`src/rtl/seven_seg_scan_if.sv`:
```
// Bus between the vending logic and the seven-segment scan scheduler.
// BRIGHTNESS_PWM_EN adds the brightness input to both modports.
interface seven_seg_scan_if #(
  parameter int NUM_DIGITS = 8
);
  logic                    scan_en;
  logic [4*NUM_DIGITS-1:0] digits_in;
  logic [NUM_DIGITS-1:0]   digit_en;
  logic [3:0]              data_out;
  logic [7:0]              display_column;
  logic                    frame_done;
`ifdef BRIGHTNESS_PWM_EN
  logic [3:0]              brightness;

  modport master (
    output scan_en, digits_in, digit_en, brightness,
    input  data_out, display_column, frame_done
  );
  modport slave (
    input  scan_en, digits_in, digit_en, brightness,
    output data_out, display_column, frame_done
  );
`else
  modport master (
    output scan_en, digits_in, digit_en,
    input  data_out, display_column, frame_done
  );
  modport slave (
    input  scan_en, digits_in, digit_en,
    output data_out, display_column, frame_done
  );
`endif
endinterface

```
`src/rtl/seven_seg_scan_ctrl.sv`:
```
// Frame-snapshotting scan scheduler for a multiplexed seven-segment display.
// Optional BRIGHTNESS_PWM_EN gates the active column with a 4-bit PWM.
module seven_seg_scan_ctrl #(
  parameter int NUM_DIGITS = 8,
  parameter int DIV        = 50000,
  parameter int BLANK      = 100
) (
  input logic             clk,
  input logic             reset,
  seven_seg_scan_if.slave bus
);
  localparam int CW = (DIV > 1) ? $clog2(DIV) : 1;
  localparam int IW = $clog2(NUM_DIGITS);

  localparam logic [CW-1:0] CNT_ONE   = CW'(1);
  localparam logic [CW-1:0] SHOW_LAST = CW'(DIV - BLANK - 1);
  localparam logic [CW-1:0] SLOT_LAST = CW'(DIV - 1);
  localparam logic [IW-1:0] IDX_ONE   = IW'(1);
  localparam logic [IW-1:0] IDX_LAST  = IW'(NUM_DIGITS - 1);

  typedef enum logic [1:0] {ST_IDLE = 2'd0, ST_SHOW = 2'd1, ST_BLANK = 2'd2} state_t;

  state_t                  state_r;
  logic [IW-1:0]           idx_r;
  logic [CW-1:0]           cnt_r;
  logic [4*NUM_DIGITS-1:0] shadow_dig_r;
  logic [NUM_DIGITS-1:0]   shadow_en_r;
  logic [3:0]              data_r;
  logic [7:0]              col_r;
  logic                    done_r;

  logic [IW-1:0]           idx_nxt_s;
  logic                    slot_end_s;
  logic                    to_blank_s;
  logic                    pwm_on_s;

  // One-cold column mask; the selected bit goes low only when lit.
  function automatic logic [7:0] col_mask(input logic [IW-1:0] i, input logic lit);
    logic [7:0] m;
    m    = 8'hFF;
    m[i] = ~lit;
    return m;
  endfunction

`ifdef BRIGHTNESS_PWM_EN
  logic [3:0] pwm_cnt_r;
  logic [3:0] pwm_nxt_s;

  // Free-running PWM phase; gating uses the value the column register will be shown with.
  always_ff @(posedge clk) begin
    if (reset) begin
      pwm_cnt_r <= 4'd0;
    end else begin
      pwm_cnt_r <= pwm_nxt_s;
    end
  end

  assign pwm_nxt_s = reset ? 4'd0 : (pwm_cnt_r + 4'd1);
  assign pwm_on_s  = (pwm_nxt_s <= bus.brightness);
`else
  assign pwm_on_s  = 1'b1;
`endif

  assign idx_nxt_s  = idx_r + IDX_ONE;
  assign slot_end_s = (cnt_r == SLOT_LAST);
  assign to_blank_s = (state_r == ST_SHOW) && (cnt_r == SHOW_LAST);

  // Scan FSM with registered column, data and frame pulse outputs.
  always_ff @(posedge clk) begin
    if (reset) begin
      state_r      <= ST_IDLE;
      idx_r        <= '0;
      cnt_r        <= '0;
      shadow_dig_r <= '0;
      shadow_en_r  <= '0;
      data_r       <= 4'h0;
      col_r        <= 8'hFF;
      done_r       <= 1'b0;
    end else begin
      done_r <= 1'b0;
      case (state_r)
        ST_IDLE: begin
          cnt_r <= '0;
          idx_r <= '0;
          if (bus.scan_en) begin
            shadow_dig_r <= bus.digits_in;
            shadow_en_r  <= bus.digit_en;
            data_r       <= bus.digits_in[3:0];
            col_r        <= col_mask('0, bus.digit_en[0] & pwm_on_s);
            state_r      <= ST_SHOW;
          end else begin
            col_r <= 8'hFF;
          end
        end
        ST_SHOW, ST_BLANK: begin
          if (slot_end_s) begin
            cnt_r <= '0;
            if (idx_r == IDX_LAST) begin
              done_r <= 1'b1;
              idx_r  <= '0;
              // Frame boundary: the only place the shadow copy may change.
              if (bus.scan_en) begin
                shadow_dig_r <= bus.digits_in;
                shadow_en_r  <= bus.digit_en;
                data_r       <= bus.digits_in[3:0];
                col_r        <= col_mask('0, bus.digit_en[0] & pwm_on_s);
                state_r      <= ST_SHOW;
              end else begin
                col_r   <= 8'hFF;
                state_r <= ST_IDLE;
              end
            end else begin
              idx_r   <= idx_nxt_s;
              data_r  <= shadow_dig_r[{idx_nxt_s, 2'b00} +: 4];
              col_r   <= col_mask(idx_nxt_s, shadow_en_r[idx_nxt_s] & pwm_on_s);
              state_r <= ST_SHOW;
            end
          end else if (to_blank_s) begin
            cnt_r   <= cnt_r + CNT_ONE;
            col_r   <= 8'hFF;
            state_r <= ST_BLANK;
          end else begin
            cnt_r <= cnt_r + CNT_ONE;
            if (state_r == ST_SHOW) begin
              col_r <= col_mask(idx_r, shadow_en_r[idx_r] & pwm_on_s);
            end else begin
              col_r <= 8'hFF;
            end
          end
        end
        default: begin
          state_r <= ST_IDLE;
          idx_r   <= '0;
          cnt_r   <= '0;
          col_r   <= 8'hFF;
        end
      endcase
    end
  end

  assign bus.data_out       = data_r;
  assign bus.display_column = col_r;
  assign bus.frame_done     = done_r;
endmodule

```
`src/flat_wrapper.sv`:
```
// flat-port wrapper written by rule: the top's interface ports become plain ports
module seven_seg_scan_ctrl_flat 
#(
  parameter int NUM_DIGITS = 8,
  parameter int DIV        = 50000,
  parameter int BLANK      = 100
)
  (clk, reset, bus_scan_en, bus_digits_in, bus_digit_en, bus_data_out, bus_display_column, bus_frame_done);
  seven_seg_scan_if #(.NUM_DIGITS(NUM_DIGITS)) bus_i ();
  input logic clk;
  input logic reset;
  input wire logic [$bits(bus_i.scan_en)-1:0] bus_scan_en;
  input wire logic [$bits(bus_i.digits_in)-1:0] bus_digits_in;
  input wire logic [$bits(bus_i.digit_en)-1:0] bus_digit_en;
  output wire logic [$bits(bus_i.data_out)-1:0] bus_data_out;
  output wire logic [$bits(bus_i.display_column)-1:0] bus_display_column;
  output wire logic [$bits(bus_i.frame_done)-1:0] bus_frame_done;
  assign bus_i.scan_en = bus_scan_en;
  assign bus_i.digits_in = bus_digits_in;
  assign bus_i.digit_en = bus_digit_en;
  assign bus_data_out = bus_i.data_out;
  assign bus_display_column = bus_i.display_column;
  assign bus_frame_done = bus_i.frame_done;
  seven_seg_scan_ctrl #(.NUM_DIGITS(NUM_DIGITS), .DIV(DIV), .BLANK(BLANK)) u_core (.clk(clk), .reset(reset), .bus(bus_i));
endmodule
```
`config.mk`:
```
export PLATFORM = sky130hd
export DESIGN_NAME = seven_seg_scan_ctrl_flat
export DESIGN_NICKNAME = d
export VERILOG_FILES = /design/src/rtl/seven_seg_scan_if.sv /design/src/rtl/seven_seg_scan_ctrl.sv /design/src/flat_wrapper.sv
export SDC_FILE = /design/constraint.sdc
export NUM_CORES = 1
export LEC_CHECK = 0
export ABC_AREA = 1
export ABC_CLOCK_PERIOD_IN_PS = 3900
export CORE_ASPECT_RATIO = 0.8
export CORE_UTILIZATION = 47
export DETAILED_ROUTE_END_ITERATION = 10
export GPL_TIMING_DRIVEN = 0
export HOLD_SLACK_MARGIN = 0.08
export MAX_ROUTING_LAYER = met4
export PLACE_DENSITY = 0.71
export SLEW_MARGIN = 20
export SYNTH_ARGS = -nofsm -noshare
export SYNTH_HDL_FRONTEND = slang
export SYNTH_SLANG_ARGS = --single-unit
```
`constraint.sdc`:
```
create_clock -name clk -period 3.9 [get_ports clk]
set_input_delay 0.78 -clock clk [delete_from_list [all_inputs] [get_ports clk]]
set_output_delay 0.78 -clock clk [all_outputs]
set_load 0.02 [all_outputs]
```
* Word-level counts from Yosys, hierarchy flattened
Cells that the tools add are included.
** Storage, ports and cells
- Bits in registers :: 74
- Input port bits :: 43
** Cells by class
- Add/sub/neg operators :: 2
- Order comparisons :: 4
- Eq/ne operators :: 9
- Shift-type cells :: 1
- Multiplexer cells :: 34
- Bitwise operators :: 9
- Reductions and logical operators :: 12
** Operator list (count)
- $mux W32 :: 3
- $pmux W32 S2 :: 1
- $mux W8 :: 7
- $eq A16 B16 Y1 const B :: 2
- $pmux W8 S2 :: 2
- $shiftx A32 B6 Y4 :: 1
- $add A16 B1 Y16 const B :: 1
- $not A8 Y8 :: 2
- $or A8 B8 Y8 :: 2
- $mux W4 :: 3
- $lt A3 B4 Y1 const B :: 2
- $mux W1 :: 8
- $pmux W4 S2 :: 1
- $bmux W1 S3 :: 2
- $demux W1 S3 :: 2
- $ge A3 B1 Y1 const B :: 2
- $mux W2 :: 3
- $reduce_or A3 Y1 :: 2
- $not A1 Y1 :: 5
- $ne A2 B1 Y1 const B :: 2
- $pmux W2 S2 :: 1
- $reduce_and A2 Y1 :: 2
- $reduce_or A2 Y1 :: 2
- $add A3 B1 Y3 const B :: 1
- 10 further kinds :: 12

* Longest topological paths before layout
- Depth in word-level cells :: 10
- Depth in mapped cells :: 12

* Least setup slack after synthesis
Ideal clock, no wire load.
- Kind :: register -> register
- Start :: register u_core.state_r[0]
- End :: register u_core.shadow_dig_r[12]
- Arrival :: 1.546 ns
- Slack :: 2.222 ns
- Cell stages (with the launch flop) :: 11
- Path buffers :: 2
- Clock period less this slack :: 1.678 ns
- Cell sequence :: dfxtp_1 -> inv_1 -> ha_1 -> buf_4 -> inv_2 -> nor2_1 -> nor3_2 -> nand2_4 -> buf_2 -> nand2_1 -> a21oi_1
** Between the ends
- Cells in the longest elaborated chain, start to end :: 4
- Elaborated cells between the ends (all ways) :: 9
** RTL lines
- start: declaration :: line seven_seg_scan_ctrl.sv:23 : state_t state_r;
- start signal: assignment :: line seven_seg_scan_ctrl.sv:71 : state_r <= ST_IDLE;
- start signal: assignment :: line seven_seg_scan_ctrl.sv:90 : state_r <= ST_SHOW;
- start signal: assignment :: line seven_seg_scan_ctrl.sv:107 : state_r <= ST_SHOW;
- $eq A2 B2 Y1 / $eq A2 B1 Y1 (equally long branches) :: line seven_seg_scan_ctrl.sv:81 : case (state_r)
- $reduce_or A2 Y1 :: line seven_seg_scan_ctrl.sv:81
- $ne A2 B1 Y1 (no source line) / $reduce_bool A2 Y1 (equally long branches)
- $reduce_and A3 Y1 (no source line)
- end signal: assignment :: line seven_seg_scan_ctrl.sv:86 : shadow_dig_r <= bus.digits_in;
- end signal: assignment :: line seven_seg_scan_ctrl.sv:103 : shadow_dig_r <= bus.digits_in;
- end: declaration :: line seven_seg_scan_ctrl.sv:26 : logic [4*NUM_DIGITS-1:0] shadow_dig_r;
Parallel ways exist; a longest one is shown, timed or not.
A chain may end at the register's enable or synchronous reset.

* Worst setup path after layout
- Start :: register u_core.data_r[2], in the netlist u_core.bus.data_out[2]
- End :: output port bus_data_out[2]
** RTL lines
- start: declaration :: line seven_seg_scan_ctrl.sv:28 : logic [3:0] data_r;
- start signal: assignment :: line seven_seg_scan_ctrl.sv:88 : data_r <= bus.digits_in[3:0];
- start signal: assignment :: line seven_seg_scan_ctrl.sv:105 : data_r <= bus.digits_in[3:0];
- start signal: assignment :: line seven_seg_scan_ctrl.sv:114 : data_r <= shadow_dig_r[{idx_nxt_s, 2'b00} +: 4];
- end: declaration :: line flat_wrapper.sv:15 : output wire logic [$bits(bus_i.data_out)-1:0] bus_data_out;
No word-level cell between the ends.

==> flow_summary.toml <==
[outcome]
status = "finished, final reports clean"

[sta]
tns_ns = 0
fin_crit_sh_pct = 54.1
setup_viol = 0
layout_min_cycle_time_ns = 2.11
worst_pin_slew_ns = 0.541
slew_headroom_pct = 63.9
drv_slew = 0
clock_skew_ns = 0.0169
clock.fmax_mhz = 474
setup_ws_ns = 1.79
hold_viol_final = 0
rsz0062_at_grt = "false"

[critical_path]
critPathArrivalTime_ns = 1.33
crit_fanout = 3
critical-path-max-stage-delay_ns = 0.62
critPathLaunchType = "register"
crit_family = "buffers and inverters"
worstSetupPathType = "register to output port"
crit_path_end_kind = "output port"
slowest_stage = "clkdlybuf4s50_1"
crit_chain = "clkdlybuf4s50_1"
cp.required_ns = 3.12
worst-path-buf-inv = 1

[synth]
ys_ff_latch = 74
synth_most_common_cell = "nand2_1"
synth_commonest_cells = "nand2_1 (148), dfxtp_1 (74), inv_1 (65)"
synth_top_area_share_pct = 38.7
async_flop_share_pct = 0
synthFlopType = "dfxtp_1"
netlist_area_um2 = 3830
synth-edff-count = 0
yosysWarnings = 0
avgSynthCellArea_um2 = 6.68
synthCells = 573
synth_cell_types = 30
synth.top_cells.by_area = "dfxtp_1 (39%), nand2_1 (15%), a21oi_1 (7.1%)"
yosysSeqAreaShare_pct = 38.7
yosys.area.top_type = "dfxtp_1"
synth_nets = 623

[clock_network]
clkLatencyLatePin_ns = 0.36
cts_tree = "done"
htreeDepth = 3
clockBufferDepth = 2
cts_setup_buffers = 0
cts.repair.resized = 0
ctsHoldBuffers = 0
path_clk_slew_ns = 0.08
cts.sink_count = 74
cts_made_buffers = 9
root_buffer = "clkbuf_8"

[drt]
dr_total_vias = 3825
via_per_inst = 5.09
wl_um = 9790
drt_iter0_markers = 184
drcViolationCount = 0
drtAntennaViolNets = 0
drtPass1Iterations = 6
wl_per_cell_um = 13.0

[placement]
io_buffers = 55
dpl.hpwl_um = 7480
pre_cts_ws_ns = 1.45
gp_congestion = 0.873

[floorplan]
core_um2 = 7910
die_h_um = 82.7
fp.dieW_um = 103
dieArea_um2 = 8520
boundaryPins = 56
start_util_pct = 48.4
rows = 29

[grt]
track_usage_pct = 25.2
antenna_found_initial = 0
first_global_vias = 3333
grt_overflow = 0
grt_max_degree = 13
grt_first_pass_wirelength_um = 15700

[cells_and_area]
nets = 689
drive_gt1_share_pct = 8.09
syn_to_final_growth_pct = 24.6
n_antenna_cell = 0

[worst_hold_path]
min_path_type = "register to register"

[flow_run]
cap_violations = 0

[power_and_ir_drop]
peakVddDrop_uv = 370
power_density_nw_per_um2 = 641
p_leak_nw = 1.96
==> state kept, by name, indices dropped and copies added (netlist names) <==
name                       cells
u_core.shadow_en_r             8
u_core.idx_r                   3
u_core.state_r                 2
u_core.bus.display_column      8
u_core.shadow_dig_r           32
u_core.cnt_r                  16
u_core.bus.frame_done          1
u_core.bus.data_out            4
==> layout by cell type (no fill, tap or decap) <==
| cell | Yosys | layout |
|---|---|---|
| or2_2 | 1 | 1 |
| o21ai_1 | 29 | 29 |
| bufinv_16 | 0 | 4 |
| nand2_4 | 3 | 3 |
| dfxtp_1 | 74 | 74 |
| clkdlybuf4s50_1 | 0 | 55 |
| o211ai_1 | 8 | 8 |
| nor3b_1 | 1 | 1 |
| xor2_1 | 2 | 2 |
| o21ai_2 | 1 | 1 |
| nor2_4 | 1 | 1 |
| nor4_1 | 1 | 1 |
| nand2_1 | 148 | 148 |
| o21ai_0 | 6 | 6 |
| nor3_1 | 12 | 12 |
| buf_4 | 3 | 3 |
| inv_1 | 65 | 65 |
| nand2_2 | 3 | 3 |
| clkinvlp_4 | 0 | 1 |
| nor2_1 | 52 | 52 |
| clkinv_1 | 2 | 2 |
| nor2_2 | 2 | 2 |
| nand3b_1 | 1 | 1 |
| or2_0 | 1 | 1 |
| nand3_1 | 49 | 49 |
| ha_1 | 7 | 7 |
| clkbuf_8 | 0 | 9 |
| nor3_2 | 2 | 2 |
| clkbuf_1 | 5 | 6 |
| nand4_1 | 18 | 18 |
| a21oi_1 | 54 | 54 |
| buf_2 | 8 | 8 |
| buf_6 | 6 | 6 |
| inv_2 | 8 | 8 |
==> where the power goes <==
| part | total, mW | switching [mW] | internal (mW) |
|---|---|---|---|
| Sequential | 1.10 | 0.0949 | 1.00 |
| Combinational | 1.19 | 0.725 | 0.462 |
| Clock | 0.777 | 0.290 | 0.487 |
| Total | 3.06 | 1.11 | 1.95 |
==> metal layers <==
metal	GRT usage, %	routed length (µm)	up-vias	part of all wire [%]
li1	-	-	1987	-
met1	35.4	5060	1696	52
met2	36.5	4130	136	42
met3	4.12	553	6	5.6
met4	8.45	55	0	0.56
met5	-	0	-	0
==> worst paths after layout <==
path / from / endpoint / slack, ns / cells past startpoint
hold / removal: u_core.cnt_r[0] / u_core.cnt_r[0] / 0.45 / 1
hold reg to reg: u_core.cnt_r[0] / u_core.cnt_r[0] / 0.45 / 1
setup / recovery: u_core.bus.data_out[2] / bus_data_out[2] / 1.79 / 1
setup reg to reg: u_core.state_r[0] / u_core.shadow_dig_r[29] / 1.81 / 10
==> cells by family after synthesis <==
group | Yosys count | share of synthesized area, %
fa+ha+maj | 7 | 2.29
xor+xnor | 2 | 0.457
simple gates | 295 | 33.9
flops | 74 | 38.7
compound gates | 98 | 13.4
buf+inv | 97 | 11.2
==> final cells by class <==
| type | count | area (µm²) |
|---|---|---|
| buffer | 22 | 149 |
| timing repair buffer | 55 | 551 |
| clock buffer | 10 | 128 |
| tap | 108 | 135 |
| fill | 808 | 3140 |
| sequential | 74 | 1480 |
| multi-input combinational | 402 | 1920 |
| clock inverter | 5 | 128 |
| inverter | 75 | 282 |
==> through the flow <==
step / cell area, µm² / utilization [%] / hold WS [ns] / std cells / power [mW]
floorplan: 3830 / - / 0.418 / 573 / 1.93
global placement: 4520 / 57.1 / 0.429 / 736 / 2.27
detailed placement: 4520 / 57.1 / 0.444 / 736 / 2.29
CTS: 4770 / 60.3 / 0.454 / 751 / 3.06
global route: 4770 / 60.3 / 0.474 / 751 / 3.27
finish: 4770 / 60.3 / 0.449 / 751 / 3.06
(Power assumes the default switching activity.)
==> variant, RTL diff (same flow settings) <==
The 3 states of `state_t` get a one-hot encoding in 3 bits.
--- a/src/rtl/seven_seg_scan_ctrl.sv
+++ b/src/rtl/seven_seg_scan_ctrl.sv
@@ -19,5 +19,5 @@
   localparam logic [IW-1:0] IDX_LAST  = IW'(NUM_DIGITS - 1);
 
-  typedef enum logic [1:0] {ST_IDLE = 2'd0, ST_SHOW = 2'd1, ST_BLANK = 2'd2} state_t;
+  typedef enum logic [2:0] {ST_IDLE = 3'b001, ST_SHOW = 3'b010, ST_BLANK = 3'b100} state_t;
 
   state_t                  state_r;
Function: no difference found for any inputs over 4 cycles, from zero or initial values and one cycle with reset high; so few cycles prove little.
==> variant against the unedited design <==
Register-to-register slack got worse by 0.05 ns. Total power down 8.8%. Count of clock-buffer cells in the layout up 2. Clock skew down 0.0096 ns. Sequential cell count is 1 higher. Worst setup slack worse by 0.055 ns. Worst hold slack improved by 0.0044 ns. Utilization shrank 0.46 points. Cell area fell by 0.76%. Synthesized cell count up 1.9%. Area after synthesis hardly changed. Wire length fell by 1.3%. Cell count increased by 1.5%. Critical endpoint is now u_core.shadow_dig_r[3]. Largest cell class unchanged.
==> variant: results (changes against the unedited design) <==
- Vias: 3822 (-0.078%)
- GRT Total Usage: 24.53% (-0.66 points)
- Syn_nets: 631 (+1.3%)
- Post-synthesis compound-gate area fraction: 10.74% (-2.7 points)
- Grt met1 use: 34.26% (-1.2 points)
- Pre-CTS setup slack: 1.378 ns (-0.07358 ns)
- Count leader, synth: nor2_1
- GP Congestion: 0.9788 (+12%)
- Worst r2r dst: u_core.bus.data_out[1]
- Drt pass-1 iters: 5 (-1)
- P_clk: 0.689 mW (-11%)
- Placed instance area: 4507 sq um (-0.19%)
- Status: complete, no violations
- DR iter-0 viols: 174 (-5.4%)
- Port Buf Inserts: 54 (-1.8%)
- First-pass GRT wire length: 15190 um (-3.1%)
- Crit path max fanout: 10 (+7)
- Internal: 1.781 mW (-8.6%)
- Post-Syn Instances: 584 (+1.9%)
- Vias in the first global route: 3289 (-1.3%)
- Critical Path AT: 2.47 ns (+1.14 ns)
- Layout cells sized above 1: 8.869% (+0.78 points)
- Reg2reg path depth: 12 (+2)
- Post-Route WL: 9660 um (-1.3%)
- Final Hold Slack: 0.4537 ns (+0.004406 ns)
- Peak Freq: 0.4616 GHz (-2.5%)
- Worst path max stage delay: 0.53 ns (-0.09 ns)
- Distinct cells, synth: 32 (+6.7%)
- Post-Synth Adder-Cell Area: 1.306% (-0.98 points)
- DP Wirelength: 7422 um (-0.78%)
- Met3 Usage GRT: 4.966% (+0.84 points)
- CP startpoint: reset
- Seq/Total Area, Yosys: 39.19% (+0.51 points)
- Worst Skew: 0.007284 ns (-0.009627 ns)
- Slew of the pin with the lowest slew margin: 0.5708 ns (+0.02938 ns)
- Top cells by area, synth: dfxtp_1, nor2_1, nand2_1
==> variant: cell count changes in the layout (fill, tap and decap cells not counted), sizes merged, moves of 6 or more <==
cell,before,now
inv,73,61
nand3,49,38
nand4,18,12
a21oi,54,14
o21ai,36,57
nor2,55,147
nand2,154,122
==> variant: cell families after synthesis <==
kind of cell	Yosys count
and+or+nand+nor	340
xor gates and xnor gates	5
DFF	75
AOI/OAI and AO/OA	77
adders and majority gates	4
buffers and inverters	83
==> variant: metal layers <==
metal | share of wire [%] | wire, um
met2 | 42 | 4096
met4 | 1.2 | 116
met1 | 50 | 4868
met3 | 6.0 | 579
met5 | 0 | 0
==> variant: layout make-up <==
cell class                 instances  area [sq um]
fill                             784          3176
buffer                            21         131.4
clock inverter                     4         72.57
timing repair buffer              54         540.5
multi-input combinational        426          1961
clock buffer                      12         155.1
sequential                        75          1501
tap                              108         135.1
inverter                          62         237.7
